--- config.mk ---
export PLATFORM = sky130hd
export DESIGN_NAME = ser_frame_deser
export DESIGN_NICKNAME = d
export VERILOG_FILES = /design/src/rtl/ser_pkg.sv /design/src/rtl/ser_shreg.sv /design/src/rtl/ser_frame_deser.sv
export SDC_FILE = /design/constraint.sdc
export NUM_CORES = 1
export LEC_CHECK = 0
export ABC_AREA = 1
export ABC_CLOCK_PERIOD_IN_PS = 1990
export CAP_MARGIN = 20
export CORE_MARGIN = 2
export CORE_UTILIZATION = 45
export DETAILED_ROUTE_END_ITERATION = 16
export HOLD_SLACK_MARGIN = 0.05
export PLACE_DENSITY_LB_ADDON = 0.2
export REMOVE_ABC_BUFFERS = 1
export SYNTH_ARGS = -nofsm -noshare
export SYNTH_HDL_FRONTEND = slang
export SYNTH_HIERARCHICAL = 1
export SYNTH_SLANG_ARGS = --single-unit
--- constraint.sdc ---
create_clock -name clk -period 1.99 [get_ports clk]
set_input_delay 0.398 -clock clk [delete_from_list [all_inputs] [get_ports clk]]
set_output_delay 0.398 -clock clk [all_outputs]
set_load 0.01 [all_outputs]
--- src/rtl/ser_pkg.sv ---
`default_nettype none
// +----------------------------------------------------------------------------+
// | ser_pkg : shared types and default constants for the framed deserializer   |
// | Revision: 1.0                                                              |
// +----------------------------------------------------------------------------+
package ser_pkg;

   typedef enum logic {
      HUNT  = 1'b0,
      SHIFT = 1'b1
   } state_e;

   localparam int         SER_W         = 8;
   localparam logic [7:0] SER_SYNC      = 8'hA5;
   localparam int         SER_FRAME_LEN = 4;
   localparam logic [3:0] DROP_CNT_MAX  = 4'd15;

endpackage
`default_nettype wire

--- src/rtl/ser_shreg.sv ---
`default_nettype none
// +----------------------------------------------------------------------------+
// | ser_shreg : W-bit MSB-first shift register, enable + synchronous clear     |
// | Revision: 1.0                                                              |
// +----------------------------------------------------------------------------+
module ser_shreg #(
   parameter int W = 8
) (
   input  logic         clk,
   input  logic         rst_n,
   input  logic         en_i,
   input  logic         clr_i,
   input  logic         d_i,
   output logic [W-1:0] nxt_o
);

   logic [W-1:0] sh_q;
   logic         unused_msb;

   // Consumers need the value as it will be after this bit, so the oldest
   // bit is never read; it only exists to hold a full W-bit word.
   assign nxt_o      = {sh_q[W-2:0], d_i};
   assign unused_msb = sh_q[W-1];

   always_ff @(posedge clk or negedge rst_n) begin
      if (!rst_n) begin
         sh_q <= '0;
      end else if (clr_i) begin
         sh_q <= '0;
      end else if (en_i) begin
         sh_q <= nxt_o;
      end
   end

endmodule
`default_nettype wire

--- src/rtl/ser_frame_deser.sv ---
`default_nettype none
// +----------------------------------------------------------------------------+
// | ser_frame_deser : sync-hunting framed serial-to-parallel deserializer      |
// | Revision: 1.0                                                              |
// +----------------------------------------------------------------------------+
module ser_frame_deser
   import ser_pkg::*;
#(
   parameter int          W         = SER_W,
   parameter logic [W-1:0] SYNC     = W'(SER_SYNC),
   parameter int          FRAME_LEN = SER_FRAME_LEN
) (
   input  logic         clk,
   input  logic         ret,
   input  logic         s_in,
   input  logic         s_en,
   input  logic         resync,
   output logic [W-1:0] par_data,
   output logic         par_valid,
   input  logic         par_ready,
   output logic         locked,
   output logic         drop,
   output logic [3:0]   drop_cnt
);

   localparam int FILL_W  = $clog2(W + 1);
   localparam int BITC_W  = $clog2(W);
   localparam int WORDC_W = (FRAME_LEN > 1) ? $clog2(FRAME_LEN) : 1;

   localparam logic [FILL_W-1:0]  FILL_FULL  = FILL_W'(W);
   localparam logic [BITC_W-1:0]  BITC_LAST  = BITC_W'(W - 1);
   localparam logic [WORDC_W-1:0] WORDC_LAST = WORDC_W'(FRAME_LEN - 1);

   state_e              state_q, state_d;
   logic [FILL_W-1:0]   fill_q, fill_d;
   logic [BITC_W-1:0]   bitc_q, bitc_d;
   logic [WORDC_W-1:0]  wordc_q, wordc_d;
   logic [W-1:0]        par_data_q, par_data_d;
   logic                par_valid_q, par_valid_d;
   logic                drop_q, drop_d;
   logic [3:0]          drop_cnt_q, drop_cnt_d;

   logic [W-1:0]        sh_nxt;
   logic                sh_en;
   logic                sh_clr;
   logic                word_done;
   logic                slot_free;

   ser_shreg #(
      .W (W)
   ) u_shreg (
      .clk   (clk),
      .rst_n (ret),
      .en_i  (sh_en),
      .clr_i (sh_clr),
      .d_i   (s_in),
      .nxt_o (sh_nxt)
   );

   always_ff @(posedge clk or negedge ret) begin
      if (!ret) begin
         state_q     <= HUNT;
         fill_q      <= '0;
         bitc_q      <= '0;
         wordc_q     <= '0;
         par_data_q  <= '0;
         par_valid_q <= 1'b0;
         drop_q      <= 1'b0;
         drop_cnt_q  <= '0;
      end else begin
         state_q     <= state_d;
         fill_q      <= fill_d;
         bitc_q      <= bitc_d;
         wordc_q     <= wordc_d;
         par_data_q  <= par_data_d;
         par_valid_q <= par_valid_d;
         drop_q      <= drop_d;
         drop_cnt_q  <= drop_cnt_d;
      end
   end

   // Framing FSM: resync outranks s_en, and every path back to HUNT wipes
   // the shift register and all counters so the next hunt starts clean.
   always_comb begin
      state_d   = state_q;
      fill_d    = fill_q;
      bitc_d    = bitc_q;
      wordc_d   = wordc_q;
      sh_en     = 1'b0;
      sh_clr    = 1'b0;
      word_done = 1'b0;

      if (resync) begin
         state_d = HUNT;
         fill_d  = '0;
         bitc_d  = '0;
         wordc_d = '0;
         sh_clr  = 1'b1;
      end else if (s_en) begin
         sh_en = 1'b1;
         if (state_q == HUNT) begin
            fill_d = (fill_q == FILL_FULL) ? fill_q : fill_q + 1'b1;
            if ((sh_nxt == SYNC) && (fill_d == FILL_FULL)) begin
               state_d = SHIFT;
               bitc_d  = '0;
               wordc_d = '0;
            end
         end else begin
            if (bitc_q == BITC_LAST) begin
               word_done = 1'b1;
               bitc_d    = '0;
               if (wordc_q == WORDC_LAST) begin
                  state_d = HUNT;
                  fill_d  = '0;
                  wordc_d = '0;
                  sh_clr  = 1'b1;
               end else begin
                  wordc_d = wordc_q + 1'b1;
               end
            end else begin
               bitc_d = bitc_q + 1'b1;
            end
         end
      end
   end

   // Single-entry output slot; a word completing while the slot is still
   // occupied and not being taken is discarded rather than stalling input.
   always_comb begin
      slot_free   = !par_valid_q || par_ready;
      par_data_d  = par_data_q;
      par_valid_d = par_valid_q;
      drop_d      = 1'b0;
      drop_cnt_d  = drop_cnt_q;

      if (word_done) begin
         if (slot_free) begin
            par_data_d  = sh_nxt;
            par_valid_d = 1'b1;
         end else begin
            drop_d = 1'b1;
            if (drop_cnt_q != DROP_CNT_MAX) begin
               drop_cnt_d = drop_cnt_q + 1'b1;
            end
         end
      end else if (par_valid_q && par_ready) begin
         par_valid_d = 1'b0;
      end
   end

   assign par_data  = par_data_q;
   assign par_valid = par_valid_q;
   assign locked    = (state_q == SHIFT);
   assign drop      = drop_q;
   assign drop_cnt  = drop_cnt_q;

endmodule
`default_nettype wire

# Yosys cells after proc, flatten, opt, wreduce, memory -nomap -nowiden
# Cells that the tools add are included.
# totals
ff_bits,31
output_inout_bits,15
elab_cells,78
# classes
add_sub_neg,4
eq_ne,9
muxes,41
bitwise_logic,1
reduce_logical,14
# op_table
op,n
2-to-1 mux 4 bit,6
2-to-1 mux 1 bit,22
2-to-1 mux 3 bit,5
2-to-1 mux 7 bit,2
2-to-1 mux 2 bit,6
AND reduction 3 bit,3
"adder 4 x 1 -> 4 bit, second input constant",2
"equality test 4 bit, second input constant",2
"equality test 8 bit, second input constant",1
"!= test 3 x 2 -> 1 bit, second input constant",2
AND reduction 2 bit,3
nonzero test 2 bit,3
"!= test 4 bit, second input constant",1
"adder 3 x 1 -> 3 bit, second input constant",1
"equality test 3 bit, second input constant",1
nonzero test 3 bit,1
"adder 2 x 1 -> 2 bit, second input constant",1
"equality test 2 bit, second input constant",1
logical AND 1 bit,2
"!= test 2 x 1 -> 1 bit, second input constant",1
zero test 1 bit,1
logical OR 1 bit,1
NOT 1 bit,1

# Logic depth before layout (Yosys ltp)
# Gate-level depths: netlist (run 1).
# logic_depth
ltp_word,8
mapped_depth,11
ltp_nobuf,11

# Modules after synthesis
# Netlist (run 1), hierarchy kept.
# modules_own_cells
module,n_inst,cells_each,area_each_um2,seq_area_each_um2
ser_frame_deser,1,134,1219.9,600.6
ser_shreg,1,32,305.3,175.2

# Worst setup path after synthesis (run 1)
# No wires, ideal clock.
# synth_path
path_type,reg2reg
from,reg bitc_q[0]
to,reg u_shreg.sh_q[6]
t_arrival_ns,1.477
t_required_ns,1.873
slack_ns,0.397
stages_incl_launch_ff,8
path_cell_list,dfrtp_1 ha_1 ha_1 nand3_1 a21oi_1 inv_2 nand3_1 nand2_1
# synth_via
elab_chain_cells,6
elab_cells_between_ends,7
cone_classes,eq/ne (1); mux (5); reduce/logical (1)
# synth_rtl
item,line,text
start: declaration,ser_frame_deser.sv:36,"logic [BITC_W-1:0] bitc_q, bitc_d;"
start signal: assignment,ser_frame_deser.sv:73,bitc_q <= bitc_d;
equality test 3 bit (*),ser_frame_deser.sv:109,if (bitc_q == BITC_LAST) begin
2-to-1 mux 1 bit (*),ser_frame_deser.sv:109,
2-to-1 mux 1 bit (*),ser_frame_deser.sv:101,if (state_q == HUNT) begin
2-to-1 mux 1 bit (*),ser_frame_deser.sv:99,end else if (s_en) begin
2-to-1 mux 1 bit (*),ser_frame_deser.sv:93,if (resync) begin
named net sh_clr,ser_frame_deser.sv:45,logic sh_clr;
2-to-1 mux 7 bit or nonzero test 2 bit (tied branches),-,
end signal: assignment,ser_shreg.sv:31,sh_q <= nxt_o;
end: declaration,ser_shreg.sv:17,logic [W-1:0] sh_q;
# Mark *: on every way through the listed nets, which the timed path passes. The rest lies on a longest branch.
# A chain may end at the register's enable or synchronous reset.

# Final worst setup path (run 1)
# layout_path
from,"reg state_q, in the netlist locked"
to,out locked
# layout_rtl
item,line,text
start: declaration,ser_frame_deser.sv:34,"state_e state_q, state_d;"
start signal: assignment,ser_frame_deser.sv:71,state_q <= state_d;
end: declaration,ser_frame_deser.sv:21,"output logic locked,"
# No word-level cell between the ends.

==> metrics.txt, run 1 <==
area of the multi-input gates 651.9 um2; Peak Freq between 0.5 and 0.6 GHz; crit-path leading delay family buffers and inverters; # port buffers 20; clock slew at reported path FFs about 100 ps; die width 62.22 um; Core ar. between 3000 and 4000 um2; post-DR wirelength/cell 11.95 um; Die ar. 3871 um2; top cell type's share of synthesized area 50.86%; slowest stage delay, CP ~600 ps; Sw Share between 20% and 30%; combinational share of power 7.7%; Routed WL about 2900 um; count leader, synth nand2_1; Worst setup SP type flop; critical path class flop to output pin; TritonCTS Buffers 5; Slowest-stage cell, CP clkdlybuf4s50_1; Syn Area/Cell approximately 9.2 um2; status finished clean; post-synthesis sequential area ratio 50.86%; ant diodes 0; Pint 0.9741 mW; Syn Inst Count approximately 170; FF+latch area between 700 and 800 um2; Mapped Area 1525 um2; post-CTS resize count 0; clock buffer depth 2; clk_skew a little under 7 ps; clock share of power between 40% and 50%; fillers roughly 300; I/O pin count 21; asr flop ratio synth 100.0%; CTS tree done; DRT iter0 DRCs 67; Psw around 0.28 mW; # DRC 0; Slew Viols, Final 0; actual slew at the worst max-slew pin between 300 and 400 ps; hold crit path type primary input to asynchronous set/reset pin; number of setup buffers added after CTS 0; row count 21; pwr dens between 600 and 700 nW/um2; Max VDD drop about 0.47 mV; final setup vio count 0; buffer and inverter count on the worst path 1; Max-cap violations 0; Leak Pwr about 0.93 nW; CTS root buf clkbuf_4; Synth Warn # 6; final hold violations 0; Via density 4.921; Area contributors post-synth dfrtp_1 51%, nand2_1 10%, nand3_1 5.6%; hold_buf cts 0; setup repair after global routing missed its margin false; Max FO, Critical Path 7; Area growth syn-to-layout 23.38%; DRT Pass-1 Iters 4; GRT Total Usage approximately 16%; largest net degree at the start of global routing 32; routed vias between 1k and 1.5k; Unique masters post-synth 25; Worst slew margin around three quarters; Layout Nets between 200 and 250; Reg power frac 51.5%; leading area contributor after synthesis dfrtp_1; Final ANT Viol Nets 0; vias in the first global route around 1.2k; WP data required between 1500 and 2000 ps; gr ovfl total 0; worst-path cell chain clkdlybuf4s50_1; Synth top cells by count 42 x nand2_1, 31 x dfrtp_1, 17 x nand3_1, 15 x inv_1, 12 x nor2_1; share of cells above drive strength 1 between 10% and 20%; setup TNS 0 ps; top_reg_cell synth dfrtp_1; Yosys reg bits 31; Tot Pwr around 1.3 mW; initial cell density of the core roughly 46%; H-Tree Depth 2; HPWL Detailed ~2100 um; Post-synth EDFFs 0; initial antenna violation count 0; Clock Sink Count 31; Worst-Skew Late Latency roughly 330 ps; CP Capture Type output pin; minimum clock period between 1500 and 2000 ps; RePlAce Congestion between 0.7 and 0.8; first-pass GRT wire length around 5000 um; data arrival time of the critical path 1420 ps; period utilization about nine tenths; Die H approximately 62 um
-- layer usage --
layer | routed length [um] | part of all wire (%) | vias up | global-route usage (%)
met5 | 0 | 0 | - | 0
met4 | 55 | 1.9 | 0 | 7.500
met3 | 164 | 5.7 | 7 | 3.804
met2 | 1379 | 48 | 28 | 26.36
met1 | 1281 | 44 | 553 | 20.40
li1 | - | - | 598 | -
-- power by group through the flow --
stage	registers, mW	logic (mW)	clock network (mW)
2_1_floorplan	0.659	0.0443	0
3_3_place_gp	0.659	0.0954	0
3_5_place_dp	0.659	0.0976	0
4_1_cts	0.647	0.0985	0.527
5_1_grt	0.649	0.108	0.555
6_report	0.647	0.0967	0.513
-- layout by cell type, fill, tap and decap left out, types with 2 or more instances in the layout --
cell / n
o21ai_1: 5
nor2_1: 12
mux2_2: 3
nand4_1: 4
clkbuf_4: 5
mux2_4: 2
a21oi_1: 2
inv_1: 15
dfrtp_1: 31
o21ai_0: 7
inv_2: 3
buf_4: 3
nand2_1: 42
xor2_1: 2
nand2_2: 4
nand3_1: 17
clkdlybuf4s50_1: 20
ha_1: 6
-- sequential cells by signal (all words and copies together), names as in the netlist --
register / cells
bitc_q: 3
drop: 1
locked: 1
fill_q: 4
wordc_q: 2
par_data: 8
par_valid: 1
drop_cnt: 4
u_shreg/sh_q: 7
-- final cells by class --
class	instances	share of cell area [%]
flip-flops and latches	31	41.22
multi-input cells	114	34.64
repair buffers	24	12.90
inverters	18	3.590
well taps	46	3.059
clock buffers	6	2.726
clock inverters	2	1.862
-- logic make-up (layout without fill, tap and decap cells) --
| group | Yosys count | in the layout | share of synthesized area, % |
|---|---|---|---|
| XOR/XNOR | 3 | 3 | 1.723 |
| AND/OR/NAND/NOR | 84 | 84 | 26.33 |
| AO/OA/AOI/OAI | 16 | 16 | 5.578 |
| buffers and inverters | 21 | 50 | 6.398 |
| multiplexers | 5 | 5 | 4.184 |
| adder cells (fa/ha/maj) | 6 | 6 | 4.922 |
| flip-flops | 31 | 31 | 50.86 |
-- through the flow --
stage / utilization (%) / hold WS [ps] / instance area (um2) / setup WS (ps) / cells
finish: 57.30 / 448.1 / 1882 / 176.2 / 241
global route: 57.30 / 470.5 / 1882 / 19.50 / 241
CTS: 57.30 / 449.6 / 1882 / 141.9 / 241
detailed placement: 54.67 / 471.5 / 1795 / 134.9 / 233
global placement: 54.67 / 462.9 / 1795 / 155.1 / 233
floorplan: - / 102.4 / 1495 / 392.1 / 163
-- worst paths after layout --
kind                                   startpoint                     endpoint  slack (ps)  depth (start not counted)
min in group clk           wordc_q[1]$_DFFE_PN0P_       wordc_q[1]$_DFFE_PN0P_         490                          2
max reg2reg                 fill_q[0]$_DFFE_PN0P_        bitc_q[2]$_DFFE_PN0P_         220                         10
max                            locked$_DFFE_PN0P_                       locked         180                          1
min reg2reg                wordc_q[1]$_DFFE_PN0P_       wordc_q[1]$_DFFE_PN0P_         490                          2
max in group asynchronous                     ret           locked$_DFFE_PN0P_        1260                          2
min                                           ret  u_shreg/sh_q[4]$_DFFE_PN0P_         450                          2
No activity file was read; power rests on OpenSTA's default activity.
==> run 2, diff against run 1 <==
SLEW_MARGIN = 40   (was default)
==> results of run 2 <==
No change in the layout: final DEF, timing and power equal those of run 1.
